**src/rtl/fft_pkg.sv**
```systemverilog
// Shared types for the FFT post-processing blocks (peak picker, noise tracker).
package fft_pkg;

  typedef enum logic [1:0] {
    IDLE   = 2'd0,
    SCAN   = 2'd1,
    DRAIN  = 2'd2,
    FINISH = 2'd3
  } peak_state_t;

  localparam int NO_PEAK = 0;

endpackage

```
**src/rtl/fft_delay_pipe.sv**
```systemverilog
// Shift register of {valid, addr} that tracks BRAM read latency so data can be paired with its bin.
module fft_delay_pipe #(
  parameter int LAT = 2,
  parameter int AW  = 10
) (
  input  logic          clk_104mhz,
  input  logic          rst_n,
  input  logic          i_valid,
  input  logic [AW-1:0] i_addr,
  output logic          o_valid,
  output logic [AW-1:0] o_addr,
  output logic          o_busy
);

  logic [LAT-1:0] r_valid;
  logic [AW-1:0]  r_addr [LAT];

  always_ff @(posedge clk_104mhz or negedge rst_n) begin
    if (!rst_n) begin
      r_valid <= '0;
      for (int i = 0; i < LAT; i++) r_addr[i] <= '0;
    end else begin
      r_valid[0] <= i_valid;
      r_addr[0]  <= i_addr;
      for (int i = 1; i < LAT; i++) begin
        r_valid[i] <= r_valid[i-1];
        r_addr[i]  <= r_addr[i-1];
      end
    end
  end

  assign o_valid = r_valid[LAT-1];
  assign o_addr  = r_addr[LAT-1];
  // any entry in flight, used to decide when the last bin has been compared
  assign o_busy  = |r_valid;

endmodule

```
**src/rtl/fft_peak_picker.sv**
```systemverilog
// Scans one FFT magnitude frame from BRAM and reports the strongest bin index, or 0 below the noise floor.
//
// state  | meaning
// IDLE   | waiting for a start rising edge; results held
// SCAN   | issuing read addresses MIN_BIN..2^ADDR_W-1
// DRAIN  | waiting for in-flight reads to be compared
// FINISH | result registers valid, done pulse
module fft_peak_picker
  import fft_pkg::*;
#(
  parameter int          ADDR_W      = 10,
  parameter int          DATA_W      = 16,
  parameter int          BRAM_LAT    = 2,
  parameter int          MIN_BIN     = 1,
  parameter int unsigned NOISE_FLOOR = 64
) (
  input  logic              clk_104mhz,
  input  logic              rst_n,
  input  logic              start,
  input  logic [DATA_W-1:0] cur_fft,
  output logic [ADDR_W-1:0] read_addr,
  output logic              read_enable,
  output logic [ADDR_W:0]   largest_bucket,
  output logic [DATA_W-1:0] peak_mag,
  output logic              done,
  output logic              busy
);

  localparam int                 CNT_W     = ADDR_W + 1;
  localparam logic [CNT_W-1:0]   LAST_ADDR = CNT_W'((1 << ADDR_W) - 1);
  localparam logic [CNT_W-1:0]   FIRST     = CNT_W'(MIN_BIN);
  localparam logic [DATA_W-1:0]  FLOOR     = DATA_W'(NOISE_FLOOR);

  peak_state_t        r_state, w_state_nxt;
  logic               r_start_q;
  logic               r_start_edge;
  logic [CNT_W-1:0]   r_addr;
  logic [DATA_W-1:0]  r_best_mag;
  logic [ADDR_W-1:0]  r_best_idx;
  logic [ADDR_W:0]    r_largest;
  logic [DATA_W-1:0]  r_peak_mag;
  logic               r_done;

  logic               w_accept;
  logic               w_load;
  logic               w_pipe_valid;
  logic [ADDR_W-1:0]  w_pipe_addr;
  logic               w_pipe_busy;

  fft_delay_pipe #(
    .LAT (BRAM_LAT),
    .AW  (ADDR_W)
  ) u_pipe (
    .clk_104mhz (clk_104mhz),
    .rst_n      (rst_n),
    .i_valid    (read_enable),
    .i_addr     (read_addr),
    .o_valid    (w_pipe_valid),
    .o_addr     (w_pipe_addr),
    .o_busy     (w_pipe_busy)
  );

  always_comb begin
    w_state_nxt = r_state;
    w_accept    = 1'b0;
    w_load      = 1'b0;
    case (r_state)
      IDLE: begin
        if (r_start_edge) begin
          w_state_nxt = SCAN;
          w_accept    = 1'b1;
        end
      end
      SCAN: begin
        if (r_addr == LAST_ADDR) w_state_nxt = DRAIN;
      end
      DRAIN: begin
        if (!w_pipe_busy) begin
          w_state_nxt = FINISH;
          w_load      = 1'b1;
        end
      end
      FINISH:  w_state_nxt = IDLE;
      default: w_state_nxt = IDLE;
    endcase
  end

  always_ff @(posedge clk_104mhz or negedge rst_n) begin
    if (!rst_n) r_state <= IDLE;
    else        r_state <= w_state_nxt;
  end

  // edges seen outside IDLE (including the FINISH cycle) are dropped, not queued
  always_ff @(posedge clk_104mhz or negedge rst_n) begin
    if (!rst_n) begin
      r_start_q    <= 1'b0;
      r_start_edge <= 1'b0;
    end else begin
      r_start_q    <= start;
      r_start_edge <= start & ~r_start_q & (r_state == IDLE);
    end
  end

  always_ff @(posedge clk_104mhz or negedge rst_n) begin
    if (!rst_n) begin
      r_addr <= '0;
    end else if (w_accept) begin
      r_addr <= FIRST;
    end else if (r_state == SCAN && r_addr != LAST_ADDR) begin
      r_addr <= r_addr + 1'b1;
    end
  end

  // strict compare keeps the lowest index on ties
  always_ff @(posedge clk_104mhz or negedge rst_n) begin
    if (!rst_n) begin
      r_best_mag <= '0;
      r_best_idx <= '0;
    end else if (w_accept) begin
      r_best_mag <= '0;
      r_best_idx <= '0;
    end else if (w_pipe_valid && cur_fft > r_best_mag) begin
      r_best_mag <= cur_fft;
      r_best_idx <= w_pipe_addr;
    end
  end

  always_ff @(posedge clk_104mhz or negedge rst_n) begin
    if (!rst_n) begin
      r_largest  <= '0;
      r_peak_mag <= '0;
      r_done     <= 1'b0;
    end else begin
      r_done <= w_load;
      if (w_load) begin
        if (r_best_mag < FLOOR) begin
          r_largest  <= (ADDR_W+1)'(NO_PEAK);
          r_peak_mag <= '0;
        end else begin
          r_largest  <= {1'b0, r_best_idx};
          r_peak_mag <= r_best_mag;
        end
      end
    end
  end

  assign read_addr      = r_addr[ADDR_W-1:0];
  assign read_enable    = (r_state == SCAN);
  assign largest_bucket = r_largest;
  assign peak_mag       = r_peak_mag;
  assign done           = r_done;
  assign busy           = (r_state != IDLE);

endmodule

```
**config.mk**
```make
export PLATFORM = sky130hd
export DESIGN_NAME = fft_peak_picker
export DESIGN_NICKNAME = d
export VERILOG_FILES = /design/src/rtl/fft_pkg.sv /design/src/rtl/fft_delay_pipe.sv /design/src/rtl/fft_peak_picker.sv
export SDC_FILE = /design/constraint.sdc
export NUM_CORES = 1
export LEC_CHECK = 0
export BUFFER_PORTS_ARGS = -buffer_cell sky130_fd_sc_hd__buf_2
export CORE_ASPECT_RATIO = 0.8
export CORE_UTILIZATION = 56
export CTS_BUF_LIST = sky130_fd_sc_hd__clkbuf_16
export DETAILED_ROUTE_END_ITERATION = 10
export GPL_TIMING_DRIVEN = 0
export PLACE_DENSITY_LB_ADDON = 0.1
export SLEW_MARGIN = 20
export SYNTH_ARGS = -nofsm -noshare
export SYNTH_HDL_FRONTEND = slang
export SYNTH_SLANG_ARGS = --single-unit
```
**constraint.sdc**
```tcl
create_clock -name clk_104mhz -period 2.55 [get_ports clk_104mhz]
set_clock_uncertainty 0.1 [all_clocks]
set_input_delay 0.51 -clock clk_104mhz [delete_from_list [all_inputs] [get_ports clk_104mhz]]
set_output_delay 0.51 -clock clk_104mhz [all_outputs]
set_load 0.02 [all_outputs]
```
==> results of run 1 <==
metrics by stage:
stage / area, µm² / worst slack [ns] / util / hold WS [ns] / power, mW
final: 4593 / 0.1011 / 0.7167 / 0.04073 / 5.539
after global routing: 4593 / 0.0005449 / 0.7167 / 0.07712 / 5.885
after CTS: 4506 / 0.02260 / 0.7030 / 0.05817 / 5.471
after detailed placement: 4167 / -0.1897 / 0.6501 / 0.2347 / 4.083
after global placement: 4136 / -0.1911 / 0.6455 / 0.2323 / 4.001
after floorplan: 3746 / 0.1622 / - / 0.1144 / 3.505
worst register-to-register path, cell delays in order (launching register included):
cell and delay [ns]:
dfrtp_1 0.38, inv_1 0.07, ha_1 0.31, a21oi_1 0.12
o21ai_1 0.10, a211o_1 0.35, o31a_2 0.35, buf_4 0.16
clkbuf_4 0.19, a22o_1 0.19
power groups by stage:
stage | sequential, mW | clock, mW | combinational, mW
2_1_floorplan | 2.27 | 0 | 1.23
3_3_place_gp | 2.16 | 0 | 1.84
3_5_place_dp | 2.18 | 0 | 1.90
4_1_cts | 2.16 | 1.36 | 1.95
5_1_grt | 2.22 | 1.42 | 2.24
6_report | 2.17 | 1.34 | 2.03
worst min-delay path by stage:
stage,slack [ns],end,cells past startpoint
CTS,0.06,peak_mag[6],1
finish,0.04,peak_mag[6],1
global placement,0.23,u_pipe.o_addr[0],0
global route,0.08,done,1
detailed placement,0.23,u_pipe.o_addr[0],0
floorplan,0.11,done,0
timing repair:
| item | in CTS | in global routing |
|---|---|---|
| gates cloned | 0 | 0 |
| setup endpoints to repair | 3 | 30 |
| hold buffers | 0 | 0 |
| pin swaps | 1 | 1 |
| setup buffers | 2 | 1 |
| gates resized for setup | 0 | 10 |
state kept, by name (all words and copies together) (netlist names):
| register | cells |
|---|---|
| r_best_mag | 16 |
| peak_mag | 16 |
| done | 1 |
| u_pipe.r_valid | 2 |
| r_best_idx | 10 |
| r_start_edge | 1 |
| r_start_q | 1 |
| r_state | 2 |
| largest_bucket | 10 |
| u_pipe.r_addr | 10 |
| r_addr | 11 |
| u_pipe.o_addr | 10 |
metal layers:
metal / global-route usage / up-vias / wire, µm
li1: - / 1200 / -
met2: 0.3268 / 51 / 3112
met3: 0.05960 / 9 / 307
met4: 0.07179 / 0 / 100
met5: 0 / - / 0
met1: 0.3058 / 1180 / 3571
layout by cell type, fill, tap and decap left out, types with 2 or more instances in the layout:
cell and n:
dfrtp_1 90, buf_2 57, a22o_1 36, nand2_1 23, inv_1 21, ha_1 18
nor2_1 15, buf_4 15, o21ai_0 12, clkbuf_16 9, xnor2_1 8, nor4_1 7
a22o_2 6, clkbuf_1 5, a21oi_1 5, nand4_1 4, ha_4 3, nand3_1 2
o41ai_4 2, nor2b_1 2, nor3_1 2, buf_6 2, clkinv_4 2, inv_6 2
cell usage after synthesis (all sizes together) (2+ instances only):
cell type  number  area (µm²)
clkbuf          5       18.77
nand4           5       37.53
inv            22       82.58
o21ai          13       65.06
buf            17       126.4
o41ai           3       63.81
nand2          23       86.33
nor4            7       43.79
a21oi           6       30.03
a22o           42       375.4
ha             21       262.8
nor2b           2       12.51
nand3           2       10.01
xnor2           8       70.07
nor3            2       10.01
dfrtp          90        2252
nor2           15       56.30
layout make-up:
type	count	area [µm²]
buffer	22	147.6
clock buffer	9	225.2
clock inverter	7	86.33
fill	467	1815
inverter	22	82.58
multi-input combinational	166	1344
sequential	90	2252
tap	84	105.1
timing repair buffer	61	350.3
logic make-up after synthesis:
logic type / synth area share
flip-flops: 0.6012
AO/OA/AOI/OAI: 0.1643
AND/OR/NAND/NOR: 0.07582
buffers and inverters: 0.06079
adder cells (fa/ha/maj): 0.07014
XOR/XNOR: 0.02104
multiplexers: 0.005678
other: 0.001001
==> key figures, run 1 <==
Floorplan
  • Top Ports: between 50 and 60
  • DIE AREA: 7022 µm²
  • Num rows: 26
  • Core ar.: 6409 µm²
  • DIE HEIGHT: approximately 75 µm
  • Starting Density: 0.5845
  • Die Wd: 93.44 µm

Synthesis
  • Unique masters post-synth: 41
  • Register area share after synthesis: 0.6012
  • Synth Area per Inst: 12.49 µm²
  • Syn Std Cell Area: 3746 µm²
  • Post-Syn Instances: 300
  • Synthesized flop and latch total: 90
  • Synth Flop Type: dfrtp_1
  • Synthesized Nets: between 300 and 400
  • Post-synth EDFFs: 0
  • Yosys warning count: 0
  • Asr flop ratio synth: 1.000

Worst setup path
  • Crit Path Class: register to register
  • Max stage delay on crit path: 0.38 ns
  • Flop-to-flop setup slack: 0.10 ns
  • Worst Setup End Kind: register
  • FF-to-FF End: r_best_mag[9]
  • Crit path max-delay family: compound AO/OA/AOI/OAI gates
  • Crit path max fanout: 10
  • CP max stage cell: dfrtp_1
  • RR Startpoint: r_best_mag[7]
  • Setup crit start: r_best_mag[7]
  • End of the critical path: r_best_mag[9]
  • CP Buf/Inv Count: 3
  • CP required: 2.67 ns
  • FF-to-FF path depth: 9
  • Startpoint Class: register
  • WP depth: 9
  • CP Data Arrival Time: 2.57 ns
  • Crit-path cells: inv_1 > ha_1 > a21oi_1 > o21ai_1 > a211o_1 > o31a_2 > buf_4 > clkbuf_4 > a22o_1

Clock network
  • Root buf cell: clkbuf_16
  • Clk sinks: 90
  • Max Buffers Root-to-Sink: 2
  • CTS clk-pin slew, worst paths: ~0.07 ns
  • Clock Latency Late Sink: about 0.33 ns
  • CTS buffer count: 9
  • CTS H-tree depth: 3
  • TritonCTS clock tree: built

Power
  • P_int: 3.533 mW
  • Part of the power in registers: 0.392
  • Sw Ratio: 0.3621
  • Leakage: between 2 and 2.5 nW
  • Worst IR Drop VDD: 0.8046 mV
  • Sw Pwr: 2.006 mW
  • PwrDens: 1206 nW/µm²
  • Clock share of power: 0.242
  • Combinational power share: 0.367

Drt
  • Vias per inst: 5.293
  • Antenna-violating nets left: 0
  • TritonRoute pass-1 iters: 4
  • Avg WL per Cell: 15.38 µm
  • DRT iter0 DRCs: 114
  • Drt total wl: 7.092 mm
  • Vias: 2,440
  • # DRC: 0

Timing
  • Tmin final: around 2.4 ns
  • Rel. slew slack: 0.5476
  • Max Clk Rate: 0.4083 GHz
  • Setup violations, final: 0
  • Fin. Hold Viols: 0
  • Setup TNS: 0 ns
  • Final Cycle Share: 0.9604
  • Final slew viol count: 0
  • RSZ-0062 raised after global routing: no
  • Worst slew pin tran: 0.6729 ns

Global route
  • Initial antenna violation count: 0
  • Largest net degree at the start of global routing: 54
  • Grt ovf: 0
  • Vias in the first global route: 2,298
  • Overall Global Routing Usage: 0.2158
  • Wire length of the first global-routing pass: between 10 and 15 mm

Finish
  • Non-Filler Instances: 461
  • ANT cells: 0
  • Synth-to-layout area growth: 22.61%
  • Share of layout cells above drive strength 1: 0.2997
  • Final Net Count: 412

Min path
  • Worst min path class: input port to asynchronous set/reset pin

Placement
  • Cells after DPL: between 400 and 500
  • Port Buffers: 57
  • GP Congestion: 0.8255
  • Post-DP HPWL: 5.006 mm

Job
  • Number of max-cap violations: 0

Status
  • Status: finished clean
No activity file was read; power rests on OpenSTA's default activity.
==> run 2: changes to the inputs <==
- SYNTH_HIERARCHICAL: not set -> 1
==> key figures, run 2 <==
Status
  • Status: finished clean

Synthesis
  • Main area contributors after synthesis: dfrtp_1 (59%), a22o_1 (9.6%), ha_1 (6.9%)
  • Synth cell count leaders: dfrtp_1 (90), a22o_1 (42), buf_4 (24)
  • Post-synth EDFFs: 0 (unchanged)
  • Unique masters post-synth: 43 (+4.9%)
  • Asr flop ratio synth: 1.000 (unchanged)
  • Synthesized Nets: 349 (+2.6%)
  • Synth Flop Type: dfrtp_1
  • Yosys warning count: 6 (+6)
  • Synth Area per Inst: 12.37 µm² (-0.97%)
  • Post-synth top area share: 0.5894 (-0.01181)
  • Most common cell in the synthesized netlist: dfrtp_1
  • Syn Std Cell Area: 3821 µm² (+2.0%)
  • Register area share after synthesis: 0.5894 (-0.01181)
  • Synthesized flop and latch total: 90 (unchanged)
  • Post-Syn Instances: 309 (+3.0%)
  • Synth area leader: dfrtp_1

Clock network
  • Root buf cell: clkbuf_16
  • CTS buffer count: 9 (unchanged)
  • CTS H-tree depth: 3 (unchanged)
  • Clock Latency Late Sink: 0.34 ns (about the same)
  • # hold bufs at CTS: 0 (unchanged)
  • CTS clk-pin slew, worst paths: 0.06 ns (about the same)
  • TritonCTS clock tree: built
  • Clk sinks: 90 (unchanged)
  • Max Buffers Root-to-Sink: 2 (unchanged)

Power
  • Worst IR Drop VDD: 0.6449 mV (-20%)
  • Total Power: 5.463 mW (-1.4%)
  • Sw Ratio: 0.3627 (+0.0006018)
  • Part of the power in registers: 0.399 (+0.007)
  • Clock share of power: 0.237 (-0.005)
  • Leakage: 2.346 nW (+1.9%)
  • Combinational power share: 0.364 (-0.003)
  • PwrDens: 1196 nW/µm² (-0.82%)
  • Sw Pwr: 1.981 mW (-1.2%)
  • P_int: 3.482 mW (-1.5%)

Finish
  • Non-Filler Instances: 466 (+1.1%)
  • # fillers: 460 (-1.5%)
  • Share of layout cells above drive strength 1: 0.2906 (-0.009159)
  • Final Net Count: 418 (+1.5%)
  • Layout Utilization: 0.7056 (-0.01107)
  • Most frequent cells in the layout: dfrtp_1 (90), buf_2 (57), a22o_1 (42)
  • Final Cell Area: 4568 µm² (-0.54%)
  • Commonest non-fill, non-tap cell in the layout: dfrtp_1
  • Synth-to-layout area growth: 19.55%
  • ANT cells: 0 (unchanged)

Worst setup path
  • Crit Path Class: register to register
  • CP Data Arrival Time: 2.58 ns (about the same)
  • Worst Setup End Kind: register
  • Crit path max fanout: 10 (unchanged)
  • Startpoint Class: register
  • CP required: 2.67 ns (about the same)

Drt
  • TritonRoute pass-1 iters: 4 (unchanged)
  • DRT iter0 DRCs: 147 (+29%)
  • # DRC: 0 (unchanged)
  • Avg WL per Cell: 16.10 µm (+4.6%)
  • Drt total wl: 7.502 mm (+5.8%)
  • Vias: 2,561 (+5.0%)
  • Vias per inst: 5.496 (+3.8%)
  • Antenna-violating nets left: 0 (unchanged)

Floorplan
  • DIE AREA: 7160 µm² (+2.0%)
  • Core ar.: 6474 µm² (+1.0%)
  • Top Ports: 59 (unchanged)
  • Die Wd: 94.36 µm (+0.98%)
  • DIE HEIGHT: 75.89 µm (+0.97%)
  • Num rows: 26 (unchanged)
  • Starting Density: 0.5903 (+0.005722)

Timing
  • Fin. Hold Viols: 0 (unchanged)
  • Worst slew pin tran: 0.6576 ns (-0.01523 ns)
  • Rel. slew slack: 0.5616 (+0.01399)
  • Final Cycle Share: 0.9646 (+0.004208)
  • Final slew viol count: 0 (unchanged)
  • Tmin final: 2.460 ns (+0.01073 ns)
  • Final Worst Setup Slack: 0.09035 ns (-0.01073 ns)
  • Max Clk Rate: 0.4066 GHz (-0.44%)
  • RSZ-0062 raised after global routing: no
  • Setup violations, final: 0 (unchanged)

Placement
  • Port Buffers: 57 (unchanged)
  • GP Congestion: 0.7760 (-6.0%)
  • DP Worst Slack: -0.1172 ns (+0.07247 ns)
  • Cells after DPL: 451 (+2.0%)
  • Post-DP HPWL: 5.053 mm (+0.94%)
  • Placed cell area: 4242 µm² (+1.8%)

Min path
  • Worst min path class: input port to asynchronous set/reset pin

Global route
  • Largest net degree at the start of global routing: 58 (+7.4%)
  • Vias in the first global route: 2,393 (+4.1%)
  • Initial antenna violation count: 0 (unchanged)
  • Grt ovf: 0 (unchanged)
  • Overall Global Routing Usage: 0.2270 (+0.01122)
  • Wire length of the first global-routing pass: 11.83 mm (+6.3%)

Job
  • Number of max-cap violations: 0 (unchanged)
run 2: stage by stage:
stage | hold slack (ns) | setup TNS (ns)
5_1_grt | 0.05360 | 0
6_report | 0.02810 | 0
2_1_floorplan | 0.1144 | 0
4_1_cts | 0.03509 | 0
3_3_place_gp | 0.2326 | -1.235
3_5_place_dp | 0.2347 | -1.874
run 2: final cells by class:
class                      count  area, µm²  area share
timing repair buffer          58      315.3     0.06902
clock buffer                   9      225.2     0.04930
tap                           84      105.1     0.02301
sequential                    90       2252      0.4930
buffer                        33      230.2     0.05040
inverter                      22      82.58     0.01808
clock inverter                 6      65.06     0.01424
multi-input combinational    164       1292      0.2829
run 2: per-layer routing:
metal  up-vias  GRT usage  share of wire
li1       1220          -              -
met1      1265     0.3057           0.47
met2        68     0.3663           0.46
met5         -          0              0
met4         0    0.07179         0.0093
met3         8    0.05788          0.059
run 2: worst paths after layout:
check | endpoint | startpoint | slack (ns) | cells past startpoint
max in group asynchronous | u_pipe/o_addr[0] | rst_n | 1.70 | 2
min in group clk_104mhz | r_start_q | start | 0.19 | 1
min | peak_mag[8] | rst_n | 0.03 | 1
max | r_best_mag[4] | r_best_mag[10] | 0.09 | 8
max reg2reg | r_best_mag[4] | r_best_mag[10] | 0.09 | 8
min reg2reg | u_pipe/o_addr[8] | u_pipe/r_addr[18] | 0.25 | 0
run 2: logic make-up (layout without fill, tap and decap cells):
group	Yosys count	after routing	share of synthesized area
buf+inv	55	128	0.08186
compound gates	81	81	0.1673
other cells	1	1	0.0009814
fa+ha+maj	21	21	0.06876
flops	90	90	0.5894
mux	2	2	0.005566
xor+xnor	5	5	0.01146
simple gates	54	54	0.07466
run 2: power by group through the flow:
stage | Combinational, mW | Clock (mW) | Sequential, mW
after global routing | 2.19 | 1.37 | 2.24
after global placement | 1.85 | 0 | 2.17
after detailed placement | 1.91 | 0 | 2.20
final | 1.99 | 1.29 | 2.18
after CTS | 1.96 | 1.31 | 2.18
after floorplan | 1.24 | 0 | 2.29
run 2: what timing repair did:
item / in CTS / in global routing
pin swaps: 0 / 2
setup endpoints to repair: 10 / 30
setup buffers: 0 / 0
gates resized for setup: 1 / 4
run 2: critical path: stages (launching register included):
cell	delay (ns)
dfrtp_1	0.36
inv_1	0.10
ha_1	0.31
nand4_1	0.21
a2111o_1	0.46
a32o_1	0.27
buf_2	0.18
buf_6	0.16
a22o_1	0.19
